## src/rtl/uart_cmd_parser_if.sv

```systemverilog
// Byte-stream input and register-write/error output bundle of uart_cmd_parser.
// master: the side feeding bytes and observing writes; slave: the parser.
interface uart_cmd_parser_if;
    logic [7:0]  data_i;
    logic        rx_done_tick_i;
    logic        we_o;
    logic [1:0]  wtype_o;
    logic [7:0]  ch_o;
    logic [31:0] wdata_o;
    logic        busy_o;
    logic        err_o;
    logic [1:0]  err_code_o;

    modport master (
        output data_i, rx_done_tick_i,
        input  we_o, wtype_o, ch_o, wdata_o, busy_o, err_o, err_code_o
    );

    modport slave (
        input  data_i, rx_done_tick_i,
        output we_o, wtype_o, ch_o, wdata_o, busy_o, err_o, err_code_o
    );
endinterface

```

## src/rtl/uart_cmd_parser.sv

```systemverilog
// UART command framer: turns FREQ/PERIOD/DATA/CTRL byte frames into single-cycle
// register-write strobes, flags unknown commands, bad channels and inter-byte
// timeouts, and always falls back to IDLE so the next frame is parsed cleanly.
// Optional trailing XOR checksum byte per frame: define UART_CMD_CHECKSUM_EN.
module uart_cmd_parser #(
    parameter int unsigned OUTPUT_NUM     = 16,
    parameter logic [7:0]  CMD_FREQ       = 8'h0A,
    parameter logic [7:0]  CMD_PERIOD     = 8'h0B,
    parameter logic [7:0]  CMD_DATA       = 8'h0C,
    parameter logic [7:0]  CMD_CTRL       = 8'h0D,
    parameter int unsigned TIMEOUT_CYCLES = 100000
) (
    input  logic          clk_i,
    input  logic          rst_i,
    uart_cmd_parser_if.slave bus
);

    localparam int unsigned TO_W = (TIMEOUT_CYCLES > 1) ? $clog2(TIMEOUT_CYCLES) : 1;
    localparam logic [TO_W-1:0] TO_LAST = TO_W'(TIMEOUT_CYCLES - 1);
    localparam bit TO_EN = (TIMEOUT_CYCLES != 0);

    localparam logic [1:0] WT_FREQ   = 2'd0;
    localparam logic [1:0] WT_PERIOD = 2'd1;
    localparam logic [1:0] WT_DATA   = 2'd2;
    localparam logic [1:0] WT_CTRL   = 2'd3;

    localparam logic [1:0] ERR_CMD     = 2'd0;
    localparam logic [1:0] ERR_CHAN    = 2'd1;
    localparam logic [1:0] ERR_TIMEOUT = 2'd2;

`ifdef UART_CMD_CHECKSUM_EN
    localparam logic [1:0] ERR_CSUM  = 2'd3;
    localparam logic [2:0] CK_EXTRA  = 3'd1;
`else
    localparam logic [2:0] CK_EXTRA  = 3'd0;
`endif

    typedef enum logic [2:0] {
        S_IDLE,
        S_CHAN,
        S_PAYLOAD,
        S_DISCARD
`ifdef UART_CMD_CHECKSUM_EN
        , S_CHECK
`endif
    } state_t;

    state_t          state_q, state_d;
    logic [31:0]     payload_q, payload_d;
    logic [2:0]      cnt_q, cnt_d;        // bytes consumed in PAYLOAD/DISCARD
    logic [1:0]      last_q, last_d;      // index of the final payload byte (N-1)
    logic [1:0]      wtype_q, wtype_d;
    logic [7:0]      ch_q, ch_d;
    logic [TO_W-1:0] to_q, to_d;
`ifdef UART_CMD_CHECKSUM_EN
    logic [7:0]      xor_q, xor_d;
`endif

    logic            we_q, we_d;
    logic            err_q, err_d;
    logic [1:0]      err_code_q, err_code_d;
    logic [1:0]      wtype_out_q, wtype_out_d;
    logic [7:0]      ch_out_q, ch_out_d;
    logic [31:0]     wdata_out_q, wdata_out_d;
    logic            busy_q, busy_d;

    // State and output registers with synchronous reset.
    always_ff @(posedge clk_i) begin
        if (rst_i) begin
            state_q     <= S_IDLE;
            payload_q   <= '0;
            cnt_q       <= '0;
            last_q      <= '0;
            wtype_q     <= '0;
            ch_q        <= '0;
            to_q        <= '0;
`ifdef UART_CMD_CHECKSUM_EN
            xor_q       <= '0;
`endif
            we_q        <= 1'b0;
            err_q       <= 1'b0;
            err_code_q  <= '0;
            wtype_out_q <= '0;
            ch_out_q    <= '0;
            wdata_out_q <= '0;
            busy_q      <= 1'b0;
        end else begin
            state_q     <= state_d;
            payload_q   <= payload_d;
            cnt_q       <= cnt_d;
            last_q      <= last_d;
            wtype_q     <= wtype_d;
            ch_q        <= ch_d;
            to_q        <= to_d;
`ifdef UART_CMD_CHECKSUM_EN
            xor_q       <= xor_d;
`endif
            we_q        <= we_d;
            err_q       <= err_d;
            err_code_q  <= err_code_d;
            wtype_out_q <= wtype_out_d;
            ch_out_q    <= ch_out_d;
            wdata_out_q <= wdata_out_d;
            busy_q      <= busy_d;
        end
    end

    // Next-state, frame assembly, timeout and strobe generation.
    always_comb begin
        state_d     = state_q;
        payload_d   = payload_q;
        cnt_d       = cnt_q;
        last_d      = last_q;
        wtype_d     = wtype_q;
        ch_d        = ch_q;
        to_d        = to_q;
`ifdef UART_CMD_CHECKSUM_EN
        xor_d       = xor_q;
`endif
        we_d        = 1'b0;
        err_d       = 1'b0;
        err_code_d  = err_code_q;
        wtype_out_d = wtype_out_q;
        ch_out_d    = ch_out_q;
        wdata_out_d = wdata_out_q;

        // A byte always beats the timeout when both land on the same cycle.
        if (state_q == S_IDLE || bus.rx_done_tick_i) begin
            to_d = '0;
        end else if (TO_EN && to_q == TO_LAST) begin
            state_d    = S_IDLE;
            err_d      = 1'b1;
            err_code_d = ERR_TIMEOUT;
        end else begin
            to_d = to_q + TO_W'(1);
        end

        if (bus.rx_done_tick_i) begin
`ifdef UART_CMD_CHECKSUM_EN
            xor_d = xor_q ^ bus.data_i;
`endif
            case (state_q)
                S_IDLE: begin
                    payload_d = '0;
                    cnt_d     = '0;
                    ch_d      = '0;
`ifdef UART_CMD_CHECKSUM_EN
                    xor_d     = bus.data_i;
`endif
                    case (bus.data_i)
                        CMD_FREQ:   begin wtype_d = WT_FREQ;   last_d = 2'd3; state_d = S_PAYLOAD; end
                        CMD_PERIOD: begin wtype_d = WT_PERIOD; last_d = 2'd1; state_d = S_PAYLOAD; end
                        CMD_DATA:   begin wtype_d = WT_DATA;   last_d = 2'd3; state_d = S_CHAN;    end
                        CMD_CTRL:   begin wtype_d = WT_CTRL;   last_d = 2'd0; state_d = S_CHAN;    end
                        default: begin
                            err_d      = 1'b1;
                            err_code_d = ERR_CMD;
                        end
                    endcase
                end
                S_CHAN: begin
                    ch_d = bus.data_i;
                    if (32'(bus.data_i) >= OUTPUT_NUM) begin
                        err_d      = 1'b1;
                        err_code_d = ERR_CHAN;
                        cnt_d      = '0;
                        state_d    = S_DISCARD;
                    end else begin
                        state_d = S_PAYLOAD;
                    end
                end
                S_PAYLOAD: begin
                    payload_d[{cnt_q[1:0], 3'b000} +: 8] = bus.data_i;
                    if (cnt_q[1:0] == last_q) begin
`ifdef UART_CMD_CHECKSUM_EN
                        state_d = S_CHECK;
`else
                        state_d     = S_IDLE;
                        we_d        = 1'b1;
                        wtype_out_d = wtype_q;
                        ch_out_d    = ch_q;
                        wdata_out_d = payload_d;
`endif
                    end else begin
                        cnt_d = cnt_q + 3'd1;
                    end
                end
                S_DISCARD: begin
                    // Swallow the rest of a rejected frame to stay frame-aligned.
                    if (cnt_q == {1'b0, last_q} + CK_EXTRA) begin
                        state_d = S_IDLE;
                    end else begin
                        cnt_d = cnt_q + 3'd1;
                    end
                end
`ifdef UART_CMD_CHECKSUM_EN
                S_CHECK: begin
                    state_d = S_IDLE;
                    if (bus.data_i == xor_q) begin
                        we_d        = 1'b1;
                        wtype_out_d = wtype_q;
                        ch_out_d    = ch_q;
                        wdata_out_d = payload_q;
                    end else begin
                        err_d      = 1'b1;
                        err_code_d = ERR_CSUM;
                    end
                end
`endif
                default: state_d = S_IDLE;
            endcase
        end

        busy_d = (state_d != S_IDLE);
    end

    assign bus.we_o       = we_q;
    assign bus.err_o      = err_q;
    assign bus.err_code_o = err_code_q;
    assign bus.wtype_o    = wtype_out_q;
    assign bus.ch_o       = ch_out_q;
    assign bus.wdata_o    = wdata_out_q;
    assign bus.busy_o     = busy_q;

endmodule

```

## src/flat_wrapper.sv

```systemverilog
// flat-port wrapper written by rule: the top's interface ports become plain ports
module uart_cmd_parser_flat 
#(
    parameter int unsigned OUTPUT_NUM     = 16,
    parameter logic [7:0]  CMD_FREQ       = 8'h0A,
    parameter logic [7:0]  CMD_PERIOD     = 8'h0B,
    parameter logic [7:0]  CMD_DATA       = 8'h0C,
    parameter logic [7:0]  CMD_CTRL       = 8'h0D,
    parameter int unsigned TIMEOUT_CYCLES = 100000
)
  (clk_i, rst_i, bus_data_i, bus_rx_done_tick_i, bus_we_o, bus_wtype_o, bus_ch_o, bus_wdata_o, bus_busy_o, bus_err_o, bus_err_code_o);
  uart_cmd_parser_if bus_i ();
  input  logic clk_i;
  input  logic rst_i;
  input wire logic [$bits(bus_i.data_i)-1:0] bus_data_i;
  input wire logic [$bits(bus_i.rx_done_tick_i)-1:0] bus_rx_done_tick_i;
  output wire logic [$bits(bus_i.we_o)-1:0] bus_we_o;
  output wire logic [$bits(bus_i.wtype_o)-1:0] bus_wtype_o;
  output wire logic [$bits(bus_i.ch_o)-1:0] bus_ch_o;
  output wire logic [$bits(bus_i.wdata_o)-1:0] bus_wdata_o;
  output wire logic [$bits(bus_i.busy_o)-1:0] bus_busy_o;
  output wire logic [$bits(bus_i.err_o)-1:0] bus_err_o;
  output wire logic [$bits(bus_i.err_code_o)-1:0] bus_err_code_o;
  assign bus_i.data_i = bus_data_i;
  assign bus_i.rx_done_tick_i = bus_rx_done_tick_i;
  assign bus_we_o = bus_i.we_o;
  assign bus_wtype_o = bus_i.wtype_o;
  assign bus_ch_o = bus_i.ch_o;
  assign bus_wdata_o = bus_i.wdata_o;
  assign bus_busy_o = bus_i.busy_o;
  assign bus_err_o = bus_i.err_o;
  assign bus_err_code_o = bus_i.err_code_o;
  uart_cmd_parser #(.OUTPUT_NUM(OUTPUT_NUM), .CMD_FREQ(CMD_FREQ), .CMD_PERIOD(CMD_PERIOD), .CMD_DATA(CMD_DATA), .CMD_CTRL(CMD_CTRL), .TIMEOUT_CYCLES(TIMEOUT_CYCLES)) u_core (.clk_i(clk_i), .rst_i(rst_i), .bus(bus_i));
endmodule
```

## config.mk

```make
export PLATFORM = sky130hd
export DESIGN_NAME = uart_cmd_parser_flat
export DESIGN_NICKNAME = d
export VERILOG_FILES = /design/src/rtl/uart_cmd_parser_if.sv /design/src/rtl/uart_cmd_parser.sv /design/src/flat_wrapper.sv
export SDC_FILE = /design/constraint.sdc
export NUM_CORES = 1
export LEC_CHECK = 0
export ABC_CLOCK_PERIOD_IN_PS = 2100
export BUFFER_PORTS_ARGS = -buffer_cell sky130_fd_sc_hd__buf_2
export CAP_MARGIN = 25
export CELL_PAD_IN_SITES_DETAIL_PLACEMENT = 0
export CELL_PAD_IN_SITES_GLOBAL_PLACEMENT = 1
export CORE_MARGIN = 2
export CORE_UTILIZATION = 43
export DETAILED_ROUTE_END_ITERATION = 12
export GPL_ROUTABILITY_DRIVEN = 0
export PLACE_DENSITY_LB_ADDON = 0.1
export SYNTH_ARGS = -nofsm -noshare
export SYNTH_HDL_FRONTEND = slang
export SYNTH_SLANG_ARGS = --single-unit
```

## constraint.sdc

```tcl
create_clock -name clk_i -period 2.1 [get_ports clk_i]
set_clock_uncertainty 0.05 [all_clocks]
set_input_delay 0.42 -clock clk_i [delete_from_list [all_inputs] [get_ports clk_i]]
set_output_delay 0.42 -clock clk_i [all_outputs]
set_load 0.05 [all_outputs]
```

* Yosys cells after proc, flatten, opt, wreduce, memory -nomap -nowiden
Index checks and enable logic that the tools add are counted.
Word-level totals: logic and storage cells 85, register bits after elaboration 114, output and inout port bits 47, input bits 11
Cells by class: reductions and logical operators 20, add/subtract/negate cells 3, multiplexer cells 30, bitwise gates (word level) 2, shift-type cells 2, $lt $le $gt $ge 1, equal/unequal tests 13
Operators with widths (number):
- $pmux W32 S2 | 1
- $bwmux W32 | 1
- $eq A8 B4 Y1 const B | 4
- $shift A8 B7 Y32 const A | 1
- $shiftx A8 B7 Y32 | 1
- $mux W3 | 8
- $pmux W3 S4 | 2
- $add A17 B1 Y17 const B | 1
- $eq A17 B17 Y1 const B | 1
- $pmux W8 S2 | 1
- $mux W2 | 5
- $reduce_and A3 Y1 | 3
- $ge A8 B5 Y1 const B | 1
- $pmux W2 S4 | 1
- $reduce_bool A4 Y1 | 2
- $reduce_or A2 Y1 | 4
- $mux W1 | 7
- $neg A5 Y7 | 1
- $eq A3 B2 Y1 const B | 2
- $pmux W2 S3 | 1
- $pmux W3 S2 | 1
- $reduce_bool A3 Y1 | 2
- $reduce_and A5 Y1 | 1
- $ne A2 B2 Y1 const B | 2
- other kinds (14) | 17

* Logic depth before layout (Yosys ltp)
depth after elaboration 7, mapped depth 8, mapped depth without buffers 7

* Worst setup path after synthesis
OpenSTA, ideal clock, no wires.
path kind register -> register, start point register u_core.cnt_q[0], end point register u_core.payload_q[27], path buffers 1, data arrival time 1.845 ns, period minus slack after synthesis 1.961 ns, library setup time 0.065 ns, required time 1.985 ns, path slack 0.139 ns, stages on the path, launching flop included 8, cells stage by stage dfxtp_1 -> inv_1 -> ha_1 -> nor4bb_1 -> clkbuf_1 -> a21oi_1 -> o31a_1 -> nor2_1
On the way: cells in the longest elaborated chain, start to end 4, elaborated cells on any way between the ends 5, classes of those cells add/sub (1); shift (2); mux (2)
RTL lines:
- start, declared | line uart_cmd_parser.sv:50 | logic [2:0] cnt_q, cnt_d;
- start signal, assigned | line uart_cmd_parser.sv:90 | cnt_q <= cnt_d;
- $neg A5 Y7 (*) | line uart_cmd_parser.sv:173 | payload_d[{cnt_q[1:0], 3'b000} +: 8] = bus.data_i;
- $shiftx A8 B7 Y32 / $shift A8 B7 Y32 (equally long branches) | line uart_cmd_parser.sv:173
- $bwmux W32 (*) | line uart_cmd_parser.sv:173
- $pmux W32 S2 (*) | line uart_cmd_parser.sv:142 | case (state_q)
- end signal, assigned | line uart_cmd_parser.sv:89 | payload_q <= payload_d;
- end, declared | line uart_cmd_parser.sv:49 | logic [31:0] payload_q, payload_d;
Mark *: on every way between the ends. The rest lies on a longest branch, timed or not. A chain may end at the register's enable or synchronous reset.

* Worst setup path after layout
start point register u_core.cnt_q[0], end point register u_core.wdata_out_q[1] (netlist: u_core.bus.wdata_o[1])
On the way: cells in the longest elaborated chain, start to end 3, elaborated cells on any way between the ends 6, classes of those cells add/sub (1); eq/ne (1); shift (2); mux (1); reduce/logical (1)
RTL lines:
- $neg A5 Y7 | line uart_cmd_parser.sv:173
- $shiftx A8 B7 Y32 / $shift A8 B7 Y32 (equally long branches) | line uart_cmd_parser.sv:173
- $bwmux W32 | line uart_cmd_parser.sv:173
- end signal, assigned | line uart_cmd_parser.sv:103 | wdata_out_q <= wdata_out_d;
- end, declared | line uart_cmd_parser.sv:64 | logic [31:0] wdata_out_q, wdata_out_d;
Several ways; a longest one is shown, not always the timed one.

==> parameters.txt <==
Parameter                              Value

Outcome
  Outcome ... finished, final reports clean

Timing
  Fmax ... 530 MHz
  Slew headroom ... approximately 58%
  Transition time at the pin with the least slew margin ... 0.631 ns
  Smallest hold slack ... about 0.19 ns
  Total negative slack for setup checks ... 0 ns
  Final Critical Period ... 1.89 ns
  Period utilization ... between 80% and 90%
  Unrepaired setup endpoints after global routing ... no
  Final Max Tran Viols ... 0
  Finish-stage setup viols ... 0
  Number of endpoints with negative hold slack in the final report ... 0

Floorplanning
  Number of standard-cell rows in the floorplan ... 39
  IO Count ... 58
  Die span in y ... between 100 and 150 um
  Effective utilization at floorplan ... about 44%
  Die boundary width ... 112 um
  Die outline area ... approximately 0.013 sq mm
  Floorplan Core Area ... 0.0114 sq mm

Setup path
  Crit path capture ... u_core.bus.wdata_o[1]
  Critical path class ... flop to flop
  Path depth of the worst reg2reg path ... 8
  Launch point of the worst reg-to-reg path ... u_core.cnt_q[0]
  Startpoint kind of the worst setup timing path ... flop
  Cell family with most CP delay ... simple AND/OR/NAND/NOR gates
  Worst reg-to-reg setup slack ... 0.21 ns
  Largest fanout on the critical path ... 8
  Launch point of the critical path ... u_core.cnt_q[0]
  Number of buffer and inverter stages on the critical path ... 2
  Endpoint of the worst register-to-register path ... u_core.bus.wdata_o[1]
  Dominant cell type by count on the critical path ... sky130_fd_sc_hd__nand2_1
  Cells along the critical path ... inv_1 > ha_1 > nor4bb_1 > buf_4 > nand2_1 > o21ai_0 > nand2_1 > a21oi_1
  CP required ... ~2.4 ns
  Slowest stage cell, crit path ... sky130_fd_sc_hd__ha_1
  Critical path's largest stage delay ... 0.36 ns
  Worst EP arrival ... between 2 and 2.5 ns
  Number of cells on the critical path ... 8
  Worst setup EP type ... flop

Route
  Routed wire length per instance ... 14.8 um
  Overall via count from detail_route ... ~4300
  Residual DRC ... 0
  Number of iterations in the first detailed-routing pass ... 4
  Number of nets with antenna violations after detailed routing ... 0
  Violation count after the first detailed-routing iteration ... 256
  Detailed Route WL ... 12100 um
  Vias per Instance ... 5.26

Finish
  Core Util, Final ... 53.3%
  Final std cells w/o fill ... 823
  Share of final-layout standard cells stronger than drive strength 1 ... 19.6%
  Antenna diode count ... 0
  Area growth syn-to-layout ... 20.9%
  Most used cells in the layout excluding fill and tap cells ... 114 x sky130_fd_sc_hd__dfxtp_1, 102 x sky130_fd_sc_hd__nand2_1, 82 x sky130_fd_sc_hd__nor2_1, 56 x sky130_fd_sc_hd__buf_2, 55 x sky130_fd_sc_hd__a21oi_1
  Final layout net count ... ~690
  Leading cell type in the layout, fill and taps excluded ... sky130_fd_sc_hd__dfxtp_1
  Summed area of non-filler cells in the final layout ... around 0.0061 sq mm

Placement
  Placed instance area ... between 0.005 and 0.006 sq mm
  Post-placement cell count ... 792
  HPWL reported at the end of detailed placement ... 8140 um
  PortBufs ... 57

Clock tree
  CTS Hold Bufs ... 0
  Quantity of gates resized following cts ... 0
  Number of H-tree branching levels ... 4
  TritonCTS sink count ... 114
  Clock tree from TritonCTS ... built
  Number of buffers created by CTS ... 17
  Buffer cell driving the clock tree root ... sky130_fd_sc_hd__clkbuf_16
  # Post-CTS Setup Buffers ... 0
  Number of buffers on the longest clock path ... 2
  Clock latency on the worst-skew pair ... about 0.41 ns
  Clock transition at the register clock pins on the worst setup and hold paths after CTS ... 0.05 ns

Global route
  Largest net degree at the start of global routing ... 51
  Aggregate global-route resource usage ... 20.3%
  Final global-route overflow total ... 0
  Vias in the first global route ... 4100
  First-pass GRT wire length ... 20300 um
  Number of antenna violations at the first check in global routing ... 0

Synthesis
  Post-Syn Nets ... 625
  Fraction of synthesis flops using an asynchronous set or reset pin ... 0%
  Post-synthesis register bit count ... ~110
  Number of flops mapped to enable cells by yosys ... 0
  Synth Warn # ... 0
  Post-synth top flop ... sky130_fd_sc_hd__dfxtp_1
  Post-synthesis instance area ... between 0.005 and 0.006 sq mm
  Post-Syn Instances ... 607
  Mean Syn Cell Area ... 8.29 sq um
  Part of the Yosys area used for sequential elements ... 45.3%
  Unique masters post-synth ... 43

Power and ir drop
  Leakage ... 0.00230 uW
  Power density over the cells ... about 850 mW/mm^2
  Largest voltage drop on the vdd net ... approximately 0.00064 V

Flow run
  Number of max-capacitance violations reported ... 0

Min path
  Startpoint of the most critical hold path ... rst_i
  Worst min-delay path class ... input pin to flop
routing by layer:
| metal | track usage, % | vias to the layer above | part of all wire, % | wire [um] |
|---|---|---|---|---|
| met1 | 25.5 | 2048 | 46 | 5540 |
| met2 | 33.6 | 82 | 49 | 6000 |
| li1 | - | 2189 | - | - |
| met4 | 7.97 | 0 | 1.3 | 158 |
| met3 | 4.86 | 11 | 3.7 | 444 |
| met5 | 0 | - | 0 | 0 |
synthesized netlist by cell type (all sizes together), types with 2 or more instances:
cell / number / area [sq um]
dfxtp: 114 / 2280
nand2: 102 / 383
nor2: 82 / 308
a21oi: 55 / 275
clkbuf: 28 / 105
nor2b: 22 / 138
a211oi: 20 / 240
o31a: 19 / 166
o21ai: 18 / 90.1
inv: 17 / 63.8
nand3: 16 / 80.1
buf: 15 / 111
a22oi: 13 / 97.6
xnor2: 10 / 87.6
xor2: 10 / 87.6
nand4: 9 / 56.3
ha: 7 / 87.6
nor3: 7 / 46.3
a31oi: 4 / 25.0
nand2b: 4 / 27.5
nor4: 4 / 25.0
nor4bb: 4 / 40.0
or3: 4 / 25.0
and2: 3 / 18.8
and4: 3 / 26.3
a21o: 2 / 15.0
and3: 2 / 12.5
and4b: 2 / 20.0
mux2i: 2 / 20.0
nor3b: 2 / 15.0
stage by stage:
stage | worst slack [ns] | power [uW]
2_1_floorplan | 0.139 | 2350
3_3_place_gp | 0.113 | 2440
3_5_place_dp | 0.0952 | 2440
4_1_cts | 0.210 | 5220
5_1_grt | 0.0298 | 5350
6_report | 0.213 | 5160
where the power goes:
part           switching [uW]  internal (uW)
logic                     159           60.7
clock network             934           1830
registers                2.47           2170
total                    1100           4070
sequential cells by signal (all words and copies together), names as in the netlist, 3 cells and up:
register,flops
u_core.state_q,3
u_core.bus.wdata_o,32
u_core.to_q,17
u_core.ch_q,8
u_core.payload_q,32
u_core.bus.ch_o,8
u_core.cnt_q,3
kinds of logic (layout without fill, tap and decap cells):
group | after synthesis | after routing | share of synthesized area [%]
buffers and inverters | 60 | 133 | 5.57
XOR/XNOR | 20 | 20 | 3.48
AO/OA/AOI/OAI | 134 | 134 | 18.6
flip-flops | 114 | 114 | 45.3
adder cells (fa/ha/maj) | 7 | 7 | 1.74
multiplexers | 2 | 2 | 0.398
AND/OR/NAND/NOR | 270 | 270 | 24.9
layout make-up:
| cell class | instances | area, sq um |
|---|---|---|
| well taps | 143 | 179 |
| clock buffers | 27 | 533 |
| flip-flops and latches | 114 | 2280 |
| inverters | 17 | 63.8 |
| repair buffers | 85 | 510 |
| clock inverters | 4 | 45.0 |
| multi-input cells | 433 | 2470 |
| fillers | 1135 | 5330 |
worst min path at each step:
stage | slack, ns | cells after the start | to
floorplan | 0.38 | 2 | u_core.bus.wtype_o[0]
global placement | 0.39 | 2 | u_core.bus.wdata_o[2]
detailed placement | 0.40 | 2 | u_core.bus.wdata_o[4]
CTS | 0.17 | 2 | u_core.bus.err_code_o[0]
global route | 0.18 | 2 | u_core.bus.err_code_o[0]
finish | 0.19 | 2 | u_core.bus.err_code_o[0]
(Power assumes the default switching activity.)
